===== src/rtl/shifterPkg.sv =====
// Operation encoding shared by the shift unit and its issue logic.
package shifterPkg;
    typedef enum logic [2:0] {
        SHL = 3'd0,
        SHR = 3'd1,
        SAR = 3'd2,
        ROL = 3'd3,
        ROR = 3'd4,
        RCL = 3'd5,
        RCR = 3'd6
    } shiftOpSel;
endpackage


===== src/rtl/shift_pipe_if.sv =====
// Issue-side and writeback-side handshake bundle of the shift unit.
interface shift_pipe_if;
    import shifterPkg::*;

    logic        in_valid;
    logic        in_ready;
    shiftOpSel   in_op;
    logic [31:0] in_data;
    logic [5:0]  in_count;
    logic        in_carry;
    logic        out_valid;
    logic        out_ready;
    logic [31:0] out_data;
    logic        out_carry;
    logic        out_zero;
    logic        out_sign;

    modport master (
        output in_valid, in_op, in_data, in_count, in_carry, out_ready,
        input  in_ready, out_valid, out_data, out_carry, out_zero, out_sign
    );

    modport slave (
        input  in_valid, in_op, in_data, in_count, in_carry, out_ready,
        output in_ready, out_valid, out_data, out_carry, out_zero, out_sign
    );
endinterface


===== src/rtl/shift_pipe.sv =====
// Two-stage shift/rotate unit: shift by 1/2/4 in stage A, by 8/16 in stage B, then flags.
// Latency 2 cycles; writeback stall holds both stages and drops in_ready once stage A is full.
module shift_pipe
    import shifterPkg::*;
#(
    parameter int WIDTH = 32,
    parameter int CNTW  = 6
) (
    input  logic         clk,
    input  logic         reset,
    shift_pipe_if.slave  bus
);

    logic              adv_b;
    logic              accept;
    shiftOpSel         op_n;
    logic [4:0]        n;
    logic [CNTW-1:0]   cnt_mod;
    logic [32:0]       s1, s2, s4, s8, s16;

    logic              valid_a;
    shiftOpSel         op_a;
    logic [1:0]        hi_a;
    logic [WIDTH-1:0]  data_a;
    logic              carry_a;

    // One power-of-two step; result is {carry, data}. Through-carry rotates treat {c,d} as 33 bits.
    function automatic logic [32:0] step(input shiftOpSel op, input logic [31:0] d,
                                         input logic c, input logic [4:0] k);
        logic [32:0] v;
        logic [31:0] r;
        v    = {c, d};
        r    = '0;
        step = 'x;
        case (op)
            SHL: step = {d[5'd0 - k], d << k};
            SHR: step = {d[k - 5'd1], d >> k};
            SAR: begin
                r    = $signed(d) >>> k;
                step = {d[k - 5'd1], r};
            end
            ROL: begin
                r    = (d << k) | (d >> (6'd32 - {1'b0, k}));
                step = {r[0], r};
            end
            ROR: begin
                r    = (d >> k) | (d << (6'd32 - {1'b0, k}));
                step = {r[31], r};
            end
            RCL:     step = (v << k) | (v >> (6'd33 - {1'b0, k}));
            RCR:     step = (v >> k) | (v << (6'd33 - {1'b0, k}));
            default: step = 'x;
        endcase
    endfunction

    assign adv_b       = !bus.out_valid || bus.out_ready;
    assign bus.in_ready = !valid_a || adv_b;
    assign accept      = bus.in_valid && bus.in_ready;

    // A 33-bit rotate by 32 is a rotate the other way by 1, keeping n within 5 bits.
    always_comb begin
        op_n    = bus.in_op;
        cnt_mod = bus.in_count;
        n       = bus.in_count[4:0];
        if (bus.in_op == RCL || bus.in_op == RCR) begin
            cnt_mod = (bus.in_count >= 6'd33) ? bus.in_count - 6'd33 : bus.in_count;
            n       = cnt_mod[4:0];
            if (cnt_mod == 6'd32) begin
                op_n = (bus.in_op == RCL) ? RCR : RCL;
                n    = 5'd1;
            end
        end
    end

    always_comb begin
        s1  = n[0]    ? step(op_n, bus.in_data, bus.in_carry, 5'd1) : {bus.in_carry, bus.in_data};
        s2  = n[1]    ? step(op_n, s1[31:0], s1[32], 5'd2)          : s1;
        s4  = n[2]    ? step(op_n, s2[31:0], s2[32], 5'd4)          : s2;
        s8  = hi_a[0] ? step(op_a, data_a, carry_a, 5'd8)           : {carry_a, data_a};
        s16 = hi_a[1] ? step(op_a, s8[31:0], s8[32], 5'd16)         : s8;
    end

    always_ff @(posedge clk or posedge reset) begin
        if (reset) begin
            valid_a <= 1'b0;
            op_a    <= SHL;
            hi_a    <= '0;
            data_a  <= '0;
            carry_a <= 1'b0;
        end else begin
            if (bus.in_ready) valid_a <= bus.in_valid;
            if (accept) begin
                op_a    <= op_n;
                hi_a    <= n[4:3];
                data_a  <= s4[31:0];
                carry_a <= s4[32];
            end
        end
    end

    always_ff @(posedge clk or posedge reset) begin
        if (reset) begin
            bus.out_valid <= 1'b0;
            bus.out_data  <= '0;
            bus.out_carry <= 1'b0;
            bus.out_zero  <= 1'b0;
            bus.out_sign  <= 1'b0;
        end else if (adv_b) begin
            bus.out_valid <= valid_a;
            if (valid_a) begin
                bus.out_data  <= s16[31:0];
                bus.out_carry <= s16[32];
                bus.out_zero  <= (s16[31:0] == 32'd0);
                bus.out_sign  <= s16[31];
            end
        end
    end

    a_legal_op: assert property (@(posedge clk) disable iff (reset)
        bus.in_valid |-> (bus.in_op inside {SHL, SHR, SAR, ROL, ROR, RCL, RCR}));

endmodule

===== src/flat_wrapper.sv =====
// flat-port wrapper written by rule: the top's interface ports become plain ports
module shift_pipe_flat import shifterPkg::*;
#(
    parameter int WIDTH = 32,
    parameter int CNTW  = 6
)
  (clk, reset, bus_in_valid, bus_in_op, bus_in_data, bus_in_count, bus_in_carry, bus_out_ready, bus_in_ready, bus_out_valid, bus_out_data, bus_out_carry, bus_out_zero, bus_out_sign);
  shift_pipe_if bus_i ();
  input  logic clk;
  input  logic reset;
  input wire logic [$bits(bus_i.in_valid)-1:0] bus_in_valid;
  input wire logic [$bits(bus_i.in_op)-1:0] bus_in_op;
  input wire logic [$bits(bus_i.in_data)-1:0] bus_in_data;
  input wire logic [$bits(bus_i.in_count)-1:0] bus_in_count;
  input wire logic [$bits(bus_i.in_carry)-1:0] bus_in_carry;
  input wire logic [$bits(bus_i.out_ready)-1:0] bus_out_ready;
  output wire logic [$bits(bus_i.in_ready)-1:0] bus_in_ready;
  output wire logic [$bits(bus_i.out_valid)-1:0] bus_out_valid;
  output wire logic [$bits(bus_i.out_data)-1:0] bus_out_data;
  output wire logic [$bits(bus_i.out_carry)-1:0] bus_out_carry;
  output wire logic [$bits(bus_i.out_zero)-1:0] bus_out_zero;
  output wire logic [$bits(bus_i.out_sign)-1:0] bus_out_sign;
  assign bus_i.in_valid = bus_in_valid;
  assign bus_i.in_op = bus_in_op;
  assign bus_i.in_data = bus_in_data;
  assign bus_i.in_count = bus_in_count;
  assign bus_i.in_carry = bus_in_carry;
  assign bus_i.out_ready = bus_out_ready;
  assign bus_in_ready = bus_i.in_ready;
  assign bus_out_valid = bus_i.out_valid;
  assign bus_out_data = bus_i.out_data;
  assign bus_out_carry = bus_i.out_carry;
  assign bus_out_zero = bus_i.out_zero;
  assign bus_out_sign = bus_i.out_sign;
  shift_pipe #(.WIDTH(WIDTH), .CNTW(CNTW)) u_core (.clk(clk), .reset(reset), .bus(bus_i));
endmodule

===== config.mk =====
export PLATFORM = sky130hd
export DESIGN_NAME = shift_pipe_flat
export DESIGN_NICKNAME = d
export VERILOG_FILES = /design/src/rtl/shifterPkg.sv /design/src/rtl/shift_pipe_if.sv /design/src/rtl/shift_pipe.sv /design/src/flat_wrapper.sv
export SDC_FILE = /design/constraint.sdc
export NUM_CORES = 1
export LEC_CHECK = 0
export ABC_AREA = 0
export CORE_ASPECT_RATIO = 1.1
export CORE_MARGIN = 8
export CORE_UTILIZATION = 35
export CTS_BUF_LIST = sky130_fd_sc_hd__clkbuf_16
export CTS_CLUSTER_DIAMETER = 150
export CTS_CLUSTER_SIZE = 8
export DETAILED_ROUTE_END_ITERATION = 10
export PLACE_DENSITY = 0.62
export SLEW_MARGIN = 5
export SYNTH_ARGS = -nofsm -noshare
export SYNTH_HDL_FRONTEND = slang
export SYNTH_SLANG_ARGS = --single-unit

===== constraint.sdc =====
create_clock -name clk -period 3.5 [get_ports clk]
set_clock_uncertainty 0.05 [all_clocks]
set_input_delay 0.35 -clock clk [delete_from_list [all_inputs] [get_ports clk]]
set_output_delay 0.35 -clock clk [all_outputs]
set_load 0.01 [all_outputs]

* Word-level counts from Yosys, hierarchy flattened
Index checks and enable logic that the tools add are counted.
** Storage, ports and cells
- Output and inout bits :: 37
- Input bits :: 46
- Register bits :: 75
- Word-level logic and storage cells :: 72
** Cells by class
- Reductions and logical operators :: 10
- Muxes and demuxes :: 16
- Magnitude comparators :: 1
- Equality and inequality tests :: 15
- $add $sub $neg :: 1
- Bitwise gates (word level) :: 19
** Operators by type and width (number)
- $pmux 33 s7 :: 5
- $mux 33 :: 5
- $or 17x33->33 :: 1
- $or 25x33->33 :: 1
- $or 29x33->33 :: 1
- $or 31x33->33 :: 1
- $or 32x33->33 :: 1
- $or 33x1->33 :: 1
- $or 33x16->33 :: 1
- $or 33x2->33 :: 1
- $or 33x4->33 :: 1
- $or 33x8->33 :: 1
- $logic_not 32->1 :: 1
- $or 24x32->32 :: 1
- $or 28x32->32 :: 1
- $or 30x32->32 :: 1
- $or 31x32->32 :: 1
- $or 32x1->32 :: 1
- $or 32x16->32 :: 1
- $or 32x2->32 :: 1
- $or 32x4->32 :: 1
- $or 32x8->32 :: 1
- $eq 3x3->1 const B :: 8
- $eq 3x2->1 const B :: 4
- 13 further kinds :: 20

* Depth between registers and ports, before layout
Gate-level depths: netlist of run 1.
- Word-level depth :: 14
- Depth in mapped cells :: 14
- Mapped depth without buffers :: 11

* Least setup slack after synthesis of run 1
OpenSTA, ideal clock, no wires.
- Path type :: input to register
- Start point :: in bus_in_count[0]
- End point :: reg u_core.data_a[24]
- Setup slack :: 0.338 ns
- Buffers on the path :: 0
- Arrival time :: 2.977 ns
- Library setup time :: 0.135 ns
- Data required time :: 3.315 ns
- Stages :: 10
- Path through :: clkinv_1 ha_1 or4b_4 o211ai_2 mux2i_1 nand2_1 o311ai_1 a21oi_1 a21oi_1 o21ai_0
** On the way
- Longest elaborated chain between the ends :: 14
- Elaborated cells on any way between the ends :: 29
- Those cells by class :: 1 x add/sub; 1 x order compare; 7 x eq/ne; 11 x mux; 8 x bitwise; 1 x reduce/logical
** Ends and longest elaborated chain
- start: declaration :: RTL line flat_wrapper.sv:14 : input wire logic [$bits(bus_i.in_count)-1:0] bus_in_count;
- $sub 6x6->6 or $ge 6x6->1 (tied branches) :: RTL line shift_pipe.sv:66 : cnt_mod = (bus.in_count >= 6'd33) ? bus.in_count - 6'd33 : bus.in_count;
- $mux 6 :: RTL line shift_pipe.sv:66
- $eq 6x6->1 :: RTL line shift_pipe.sv:68 : if (cnt_mod == 6'd32) begin
- $mux 3 :: RTL line shift_pipe.sv:68
- $mux 3 :: RTL line shift_pipe.sv:65 : if (bus.in_op == RCL || bus.in_op == RCR) begin
- $eq 3x3->1, or another cell as far along :: RTL line shift_pipe.sv:35 : case (op)
- $pmux 33 s7 :: RTL line shift_pipe.sv:35
- $mux 33 :: RTL line shift_pipe.sv:76 : s1 = n[0] ? step(op_n, bus.in_data, bus.in_carry, 5'd1) : {bus.in_carry, bus.in_data};
- $or 31x33->33, or another cell as far along :: RTL line shift_pipe.sv:51 : RCR: step = (v >> k) | (v << (6'd33 - {1'b0, k}));
- $pmux 33 s7 :: RTL line shift_pipe.sv:35
- $mux 33 :: RTL line shift_pipe.sv:77 : s2 = n[1] ? step(op_n, s1[31:0], s1[32], 5'd2) : s1;
- $or 29x33->33, or another cell as far along :: RTL line shift_pipe.sv:51
- $pmux 33 s7 :: RTL line shift_pipe.sv:35
- $mux 33 * :: RTL line shift_pipe.sv:78 : s4 = n[2] ? step(op_n, s2[31:0], s2[32], 5'd4) : s2;
- end signal: assignment :: RTL line shift_pipe.sv:95 : data_a <= s4[31:0];
- end: declaration :: RTL line shift_pipe.sv:24 : logic [WIDTH-1:0] data_a;
Mark *: on every way between the ends. The rest lies on a longest branch, timed or not.
A chain may end at the register's enable or synchronous reset.

* Final worst setup path of run 1
- Start point :: in bus_in_count[1]
- End point :: reg u_core.data_a[24]
Same word-level chain as after synthesis.

==> flow_summary_export.csv, run 1 <==
group,metric,value,unit
status,outcome,"finished, final reports clean",
route,via_count,10000,
clock_tree,cts_sinks,74,
layout,stdcell_count,1646,
layout,fin_area,0.0108,mm^2
clock_tree,cts_tree,"yes",
layout,final_cell_mix,"buf_4 (191), nand2_1 (178), o21ai_0 (117)",
clock_tree,post_cts_buffers,0,
sta,setup_tns,0,ps
power_and_ir_drop,total_power,4.94,mW
sta,hold_slack,423,ps
clock_tree,cts_max_level,3,
global_route,first_global_vias,9811,
die,initial_core_util,0.356,
logic_synthesis,synth_top_flop_cell,"dfrtp_1",
setup_path,path_buf_inv,4,
sta,final.period_utilization,0.950,
logic_synthesis,synth.yosys.seq_area_share,0.229,
clock_tree,clk_path_buf_depth,2,
logic_synthesis,async_flop_share,1.00,
power_and_ir_drop,max-vdd-ir-drop,0.234,mV
place,placed_area,0.0105,mm^2
logic_synthesis,yosysWarnings,0,
setup_path,crit_family,"compound AO/OA/AOI/OAI gates",
layout,final_core_util,0.474,
die,dieHeight,176,um
layout,drive_gt1_frac,0.204,
setup_path,cp-start-kind,"input port",
sta,worst_slack,173,ps
global_route,grt_pass1_wl,54600,um
layout,fillCellCount,2343,
route,ant_nets,0,
min_path,hp-class,"reg -> reg",
die,dieWidth,161,um
die,ios,83,
sta,tightest_slew,912,ps
route,drc_errors,0,
layout,area_growth,33.2,%
logic_synthesis,ys_types,84,
setup_path,endpoint_kind,"flip-flop",
sta,slew_headroom,0.392,
logic_synthesis,syn-cell-area,0.00810,mm^2
setup_path,critical_path.max_fanout,10,
logic_synthesis,avgSynthCellArea,7.02,um^2
route,vias_per_cell,6.10,
place,dp_hpwl,27300,um
route,post_drt_wl_per_cell,21.0,um
place,post-place-ws,-237,ps
logic_synthesis,syn_inst,1155,
global_route,grt_overflow_total,0,
setup_path,cp_slowest_cell,"a211oi_1",
sta,max_freq,0.301,GHz
place,placed_cells,1630,
clock_tree,clock_latency,350,ps
logic_synthesis,syn-num-nets,1203,
sta,finalMaxSlewViolations,0,
die,core,0.0228,mm^2
power_and_ir_drop,power_leakage,4.42,nW
route,drt-total-wl,34600,um
layout,nets,1389,
layout,final_common_cell,"buf_4",
layout,antennaDiodeCount,0,
global_route,grt_max_degree,75,
setup_path,crit_type,"in -> reg",
sta,setup_viol,0,
logic_synthesis,synth_edf_count,0,
layout,multi_input_area,0.00577,mm^2
global_route,grt_use_total,0.238,
place,io_buffer_count,82,
global_route,antenna_found_initial,0,
die,dieArea,0.0283,mm^2
setup_path,worst_ep_arrival_time,3500,ps
route,drt-pass1-iter-count,6,
logic_synthesis,ys_ff_latch,74,
run,maxCapViolCount,0,
clock_tree,clockRootBuffer,"clkbuf_16",
clock_tree,numCtsBuffers,9,
clock_tree,path_clk_slew,60,ps
place,place.gp.congestion,0.960,
setup_path,worstPathCellList,"clkdlybuf4s50_1, inv_1, ha_1, or4b_1, o21ai_2, buf_4, nand3_2, nand2_1, buf_4, a21oi_1, a211oi_1, nand2_1, a21oi_1, o21ai_0",
power_and_ir_drop,p_per_area,458,mW/mm^2
route,drt_iter0_drc,933,
sta,finalHoldViolCount,0,
die,rows,58,
sta,rsz0062_at_grt,"yes",
sta,final.min_clock_period,3330,ps
setup_path,worstPathRequired,3670,ps
setup_path,max_stage_delay,600,ps
layout,regArea,0.00185,mm^2
## routing by layer
layer / global-route usage / share of wire / vias up
met4: 0.125 / 0.050 / 0
met1: 0.284 / 0.41 / 4695
met3: 0.0342 / 0.064 / 104
met5: 0 / 0 / -
li1: - / - / 4739
met2: 0.409 / 0.48 / 508
## path summary, 6_finish.rpt
kind / from / endpoint / slack (ps) / cells past startpoint
worst max-delay path: bus_in_count[1] / u_core.data_a[24] / 170 / 14
worst min-delay path: u_core.bus.out_data[29] / u_core.bus.out_data[29] / 420 / 2
worst max register to register: u_core.op_a[1] / u_core.bus.out_zero / 200 / 10
worst min register to register: u_core.bus.out_data[29] / u_core.bus.out_data[29] / 420 / 2
max in group asynchronous: reset / u_core.data_a[6] / 2250 / 3
min in group asynchronous: reset / u_core.bus.out_data[21] / 560 / 3
## cell type report
| type | instances | area share |
|---|---|---|
| timing repair buffer | 281 | 0.224 |
| multi-input combinational | 959 | 0.535 |
| tap | 300 | 0.0348 |
| clock inverter | 7 | 0.00870 |
| inverter | 16 | 0.00557 |
| sequential | 74 | 0.172 |
| clock buffer | 9 | 0.0209 |
## cell usage after synthesis, drive strengths merged, types with 4 or more instances
| master | number | area [um^2] |
|---|---|---|
| a211o | 6 | 52.6 |
| a211oi | 30 | 230 |
| a21o | 6 | 45.0 |
| a21oi | 94 | 482 |
| a221o | 7 | 70.1 |
| a221oi | 16 | 153 |
| a222oi | 4 | 40.0 |
| a22o | 7 | 61.3 |
| a22oi | 14 | 105 |
| a2bb2oi | 4 | 35.0 |
| a311oi | 7 | 61.3 |
| a31o | 9 | 78.8 |
| a31oi | 27 | 169 |
| a32oi | 4 | 35.0 |
| and2 | 11 | 68.8 |
| and3 | 13 | 81.3 |
| buf | 37 | 184 |
| clkbuf | 69 | 259 |
| dfrtp | 74 | 1850 |
| inv | 13 | 48.8 |
| mux2 | 21 | 236 |
| mux2i | 34 | 340 |
| mux4 | 4 | 90.1 |
| nand2 | 179 | 672 |
| nand2b | 5 | 31.3 |
| nand3 | 41 | 205 |
| nand4 | 7 | 43.8 |
| nor2 | 107 | 409 |
| nor2b | 12 | 75.1 |
| nor3 | 37 | 195 |
| nor4 | 7 | 43.8 |
| o211ai | 15 | 118 |
| o21a | 5 | 37.5 |
| o21ai | 122 | 611 |
| o221ai | 8 | 70.1 |
| o22ai | 28 | 175 |
| o311ai | 4 | 35.0 |
| o32ai | 6 | 60.1 |
| or3 | 8 | 50.1 |
## registers in the layout (all words and copies together) (netlist names)
register and cells:
u_core.bus.out_valid 1, u_core.op_a 3, u_core.data_a 32, u_core.bus.out_carry 1, u_core.valid_a 1, u_core.bus.out_data 31
u_core.hi_a 2, u_core.bus.out_sign 1, u_core.bus.out_zero 1, u_core.carry_a 1
## where the power goes
group | internal, mW | total (mW) | leakage [nW] | switching [mW]
sequential | 1.08 | 1.35 | 0.909 | 0.270
combinational | 1.19 | 2.59 | 3.36 | 1.40
clock | 0.622 | 0.998 | 0.151 | 0.376
total | 2.89 | 4.94 | 4.42 | 2.05
## repair_timing
action,4_1_cts,5_1_grt
gates resized for setup,0,3
endpoints found under the setup margin,0,6
hold endpoints to repair,0,0
hold buffers,0,0
## logic make-up after synthesis
family,count (synthesis),share of synthesized area
and+or+nand+nor,444,0.252
DFF,74,0.229
buffers and inverters,122,0.0621
muxes,59,0.0823
xor gates and xnor gates,3,0.00417
AOI/OAI and AO/OA,451,0.368
adders and majority gates,2,0.00309
## tightest hold or removal path: cells and delay by family, from the launching register on
family | cells | cell delay [ps]
compound gates | 1 | 60
flops | 1 | 340
simple gates | 1 | 50
Power figures use the tool's default switching activity.
==> run 2: changes to the inputs <==
Settings changed: CORE_UTILIZATION 35 to 59, GPL_TIMING_DRIVEN set to 0, PLACE_DENSITY 0.62 to 0.9.
==> run 2 against run 1 <==
The flow now finishes with violations (negative setup slack); cell area fell by 8.6%; clock power fell by 4.5%; sequential power barely moved; sequential share of layout area rose by 1.6 points; register-to-register slack got worse by 20 ps; non-clock buffer count fell by 89; flip-flop and latch count did not move; critical path depth fell by 2; die area fell by 37%; combinational power fell by 2%; setup slack got worse by 170 ps; first-iteration DRC count rose by 67%; critical path type unchanged; largest power group unchanged.
==> flow_summary_export.csv, run 2 (synthesis gave the netlist of run 1 again) <==
group,metric,value,unit
setup_path,worstReg2RegStart,"u_core.op_a[2]",
global_route,grt_use_total,0.419,
power_and_ir_drop,p_per_area,494,mW/mm^2
route,vias_per_cell,7.43,
run,maxCapViolCount,0,
global_route,antenna_found_initial,1,
setup_path,ff2ff_setup_slack,180,ps
route,drt-pass1-iter-count,8,
layout,largest-register,"u_core.data_a",
layout,drive_gt1_frac,0.140,
min_path,hp-class,"in -> async",
die,initial_core_util,0.595,
place,io_buffer_count,75,
layout,stdcell_count,1445,
place,dp_hpwl,27400,um
setup_path,crit_type,"in -> reg",
layout,final_common_cell,"nand2_1",
global_route,grt_overflow_total,0,
sta,max_freq,0.286,GHz
sta,finalHoldViolCount,0,
layout,final_cell_mix,"nand2_1 (171), o21ai_0 (114), nor2_1 (101)",
clock_tree,cts_tree,"yes",
sta,finalMaxSlewViolations,0,
clock_tree,cts_max_level,3,
route,post_drt_wl_per_cell,25.9,um
sta,hold_slack,312,ps
global_route,first_global_vias,10300,
global_route,grt_max_degree,42,
route,drt_iter0_drc,1554,
route,drt-total-wl,37400,um
die,ios,83,
setup_path,worst_ep_arrival_time,3710,ps
setup_path,worstPathCellList,"clkdlybuf4s15_1, inv_2, ha_2, or4b_4, o211ai_4, buf_12, mux2i_4, clkbuf_1, nor2_1, a31oi_1, nand2_1, a31oi_1",
route,via_count,10700,
power_and_ir_drop,power_leakage,3.80,nW
layout,area_growth,21.7,%
route,drc_errors,0,
place,place.gp.congestion,1.12,
status,outcome,"finished, violations left",
sta,final.min_clock_period,3500,ps
die,dieArea,0.0177,mm^2
sta,worst_slack,-0.251,ps
die,core,0.0136,mm^2
route,ant_nets,0,
setup_path,critical_path.max_fanout,10,
clock_tree,clockRootBuffer,"clkbuf_16",
clock_tree,numCtsBuffers,9,
place,placed_cells,1419,
layout,largest_reg_flops,32,
sta,slew_headroom,0.422,
setup_path,crit_family,"buffers and inverters",
clock_tree,cts_sinks,74,
clock_tree,clock_latency,350,ps
global_route,grt_pass1_wl,58100,um
die,dieWidth,128,um
setup_path,endpoint_kind,"flip-flop",
clock_tree,clk_path_buf_depth,2,
sta,tightest_slew,863,ps
layout,final_core_util,0.724,
sta,setup_viol,1,
setup_path,max_stage_delay,550,ps
layout,fillCellCount,1143,
power_and_ir_drop,max-vdd-ir-drop,0.261,mV
setup_path,worstPathRequired,3710,ps
die,dieHeight,139,um
setup_path,ff2ff_path_depth,10,
sta,rsz0062_at_grt,"yes",
sta,final.period_utilization,1.00,
setup_path,worst_path_most_repeated_cell,"a31oi_1",
die,rows,45,
setup_path,path_buf_inv,4,
setup_path,rr_endpoint,"u_core.bus.out_zero",
clock_tree,path_clk_slew,60,ps
status,violations,"negative setup slack",
setup_path,cp_slowest_cell,"or4b_4",
layout,nets,1300,
layout,top_regs,"u_core.data_a: 32 flops, u_core.bus.out_data: 31 flops, u_core.op_a: 3 flops",
clock_tree,cts-hold-fix-buffers,0,
setup_path,cp-start-kind,"input port",
layout,antennaDiodeCount,0,
==> run 2: cell types whose count changed in the layout (fill, tap and decap cells not counted), moves of 6 or more <==
| cell | change |
|---|---|
| buf_1 | +8 |
| clkdlybuf4s50_1 | -10 |
| clkbuf_1 | +52 |
| buf_4 | -177 |
| nand2_1 | -7 |
| buf_12 | -6 |
| buf_2 | +20 |
| a211oi_1 | -6 |
| clkbuf_2 | +19 |
==> run 2: worst max path at each step <==
| stage | start | to | slack [ps] | cells past startpoint |
|---|---|---|---|---|
| after floorplan | bus_in_count[0] | u_core.data_a[24] | 340 | 10 |
| after global placement | bus_in_count[0] | u_core.data_a[24] | -1540 | 11 |
| after detailed placement | bus_in_count[0] | u_core.data_a[24] | -1620 | 11 |
| after CTS | u_core.op_a[0] | u_core.bus.out_zero | 1 | 9 |
| after global routing | bus_in_count[1] | u_core.data_a[27] | -390 | 13 |
| final | bus_in_count[1] | u_core.data_a[26] | -0.3 | 12 |
==> run 2: repair_timing <==
| item | 4_1_cts | 5_1_grt |
|---|---|---|
| pin swaps | 4 | 5 |
| resized for setup | 55 | 57 |
| setup endpoints to repair | 34 | 37 |
| setup buffers | 8 | 2 |
| endpoints found under the hold margin | 0 | 0 |
==> run 2: report_power, final <==
| part | switching, mW | internal [mW] | total [mW] | leakage, nW |
|---|---|---|---|---|
| clock | 0.396 | 0.557 | 0.953 | 0.144 |
| combinational | 1.54 | 1.02 | 2.55 | 2.75 |
| sequential | 0.289 | 1.08 | 1.37 | 0.909 |
| total | 2.22 | 2.65 | 4.88 | 3.80 |
==> run 2: metrics by stage <==
step	setup TNS, ps	power [mW]	worst slack, ps	instance area, um^2
floorplan	0	2.69	338	8100
global placement	-34850	3.61	-1540	9090
detailed placement	-36310	3.65	-1620	9110
CTS	0	4.65	1.34	9690
global route	-1390	5.07	-391	9860
finish	-0.251	4.88	-0.251	9860
==> run 2: per-layer routing <==
layer  part of all wire  global-route usage  up-vias
li1                   -                   -     4551
met4               0.10               0.365        0
met3               0.13               0.155      360
met1               0.32               0.431     4773
met5                  0                   0        -
met2               0.45               0.660     1052
==> run 2: area by class of cell <==
class / count / area [um^2] / area share
Sequential cell: 74 / 1850 / 0.188
Tap cell: 188 / 235 / 0.0239
Inverter: 16 / 65.1 / 0.00660
Clock buffer: 9 / 225 / 0.0228
Timing Repair Buffer: 86 / 856 / 0.0868
Buffer: 106 / 483 / 0.0490
Multi-Input combinational cell: 959 / 6070 / 0.615
Clock inverter: 7 / 76.3 / 0.00774
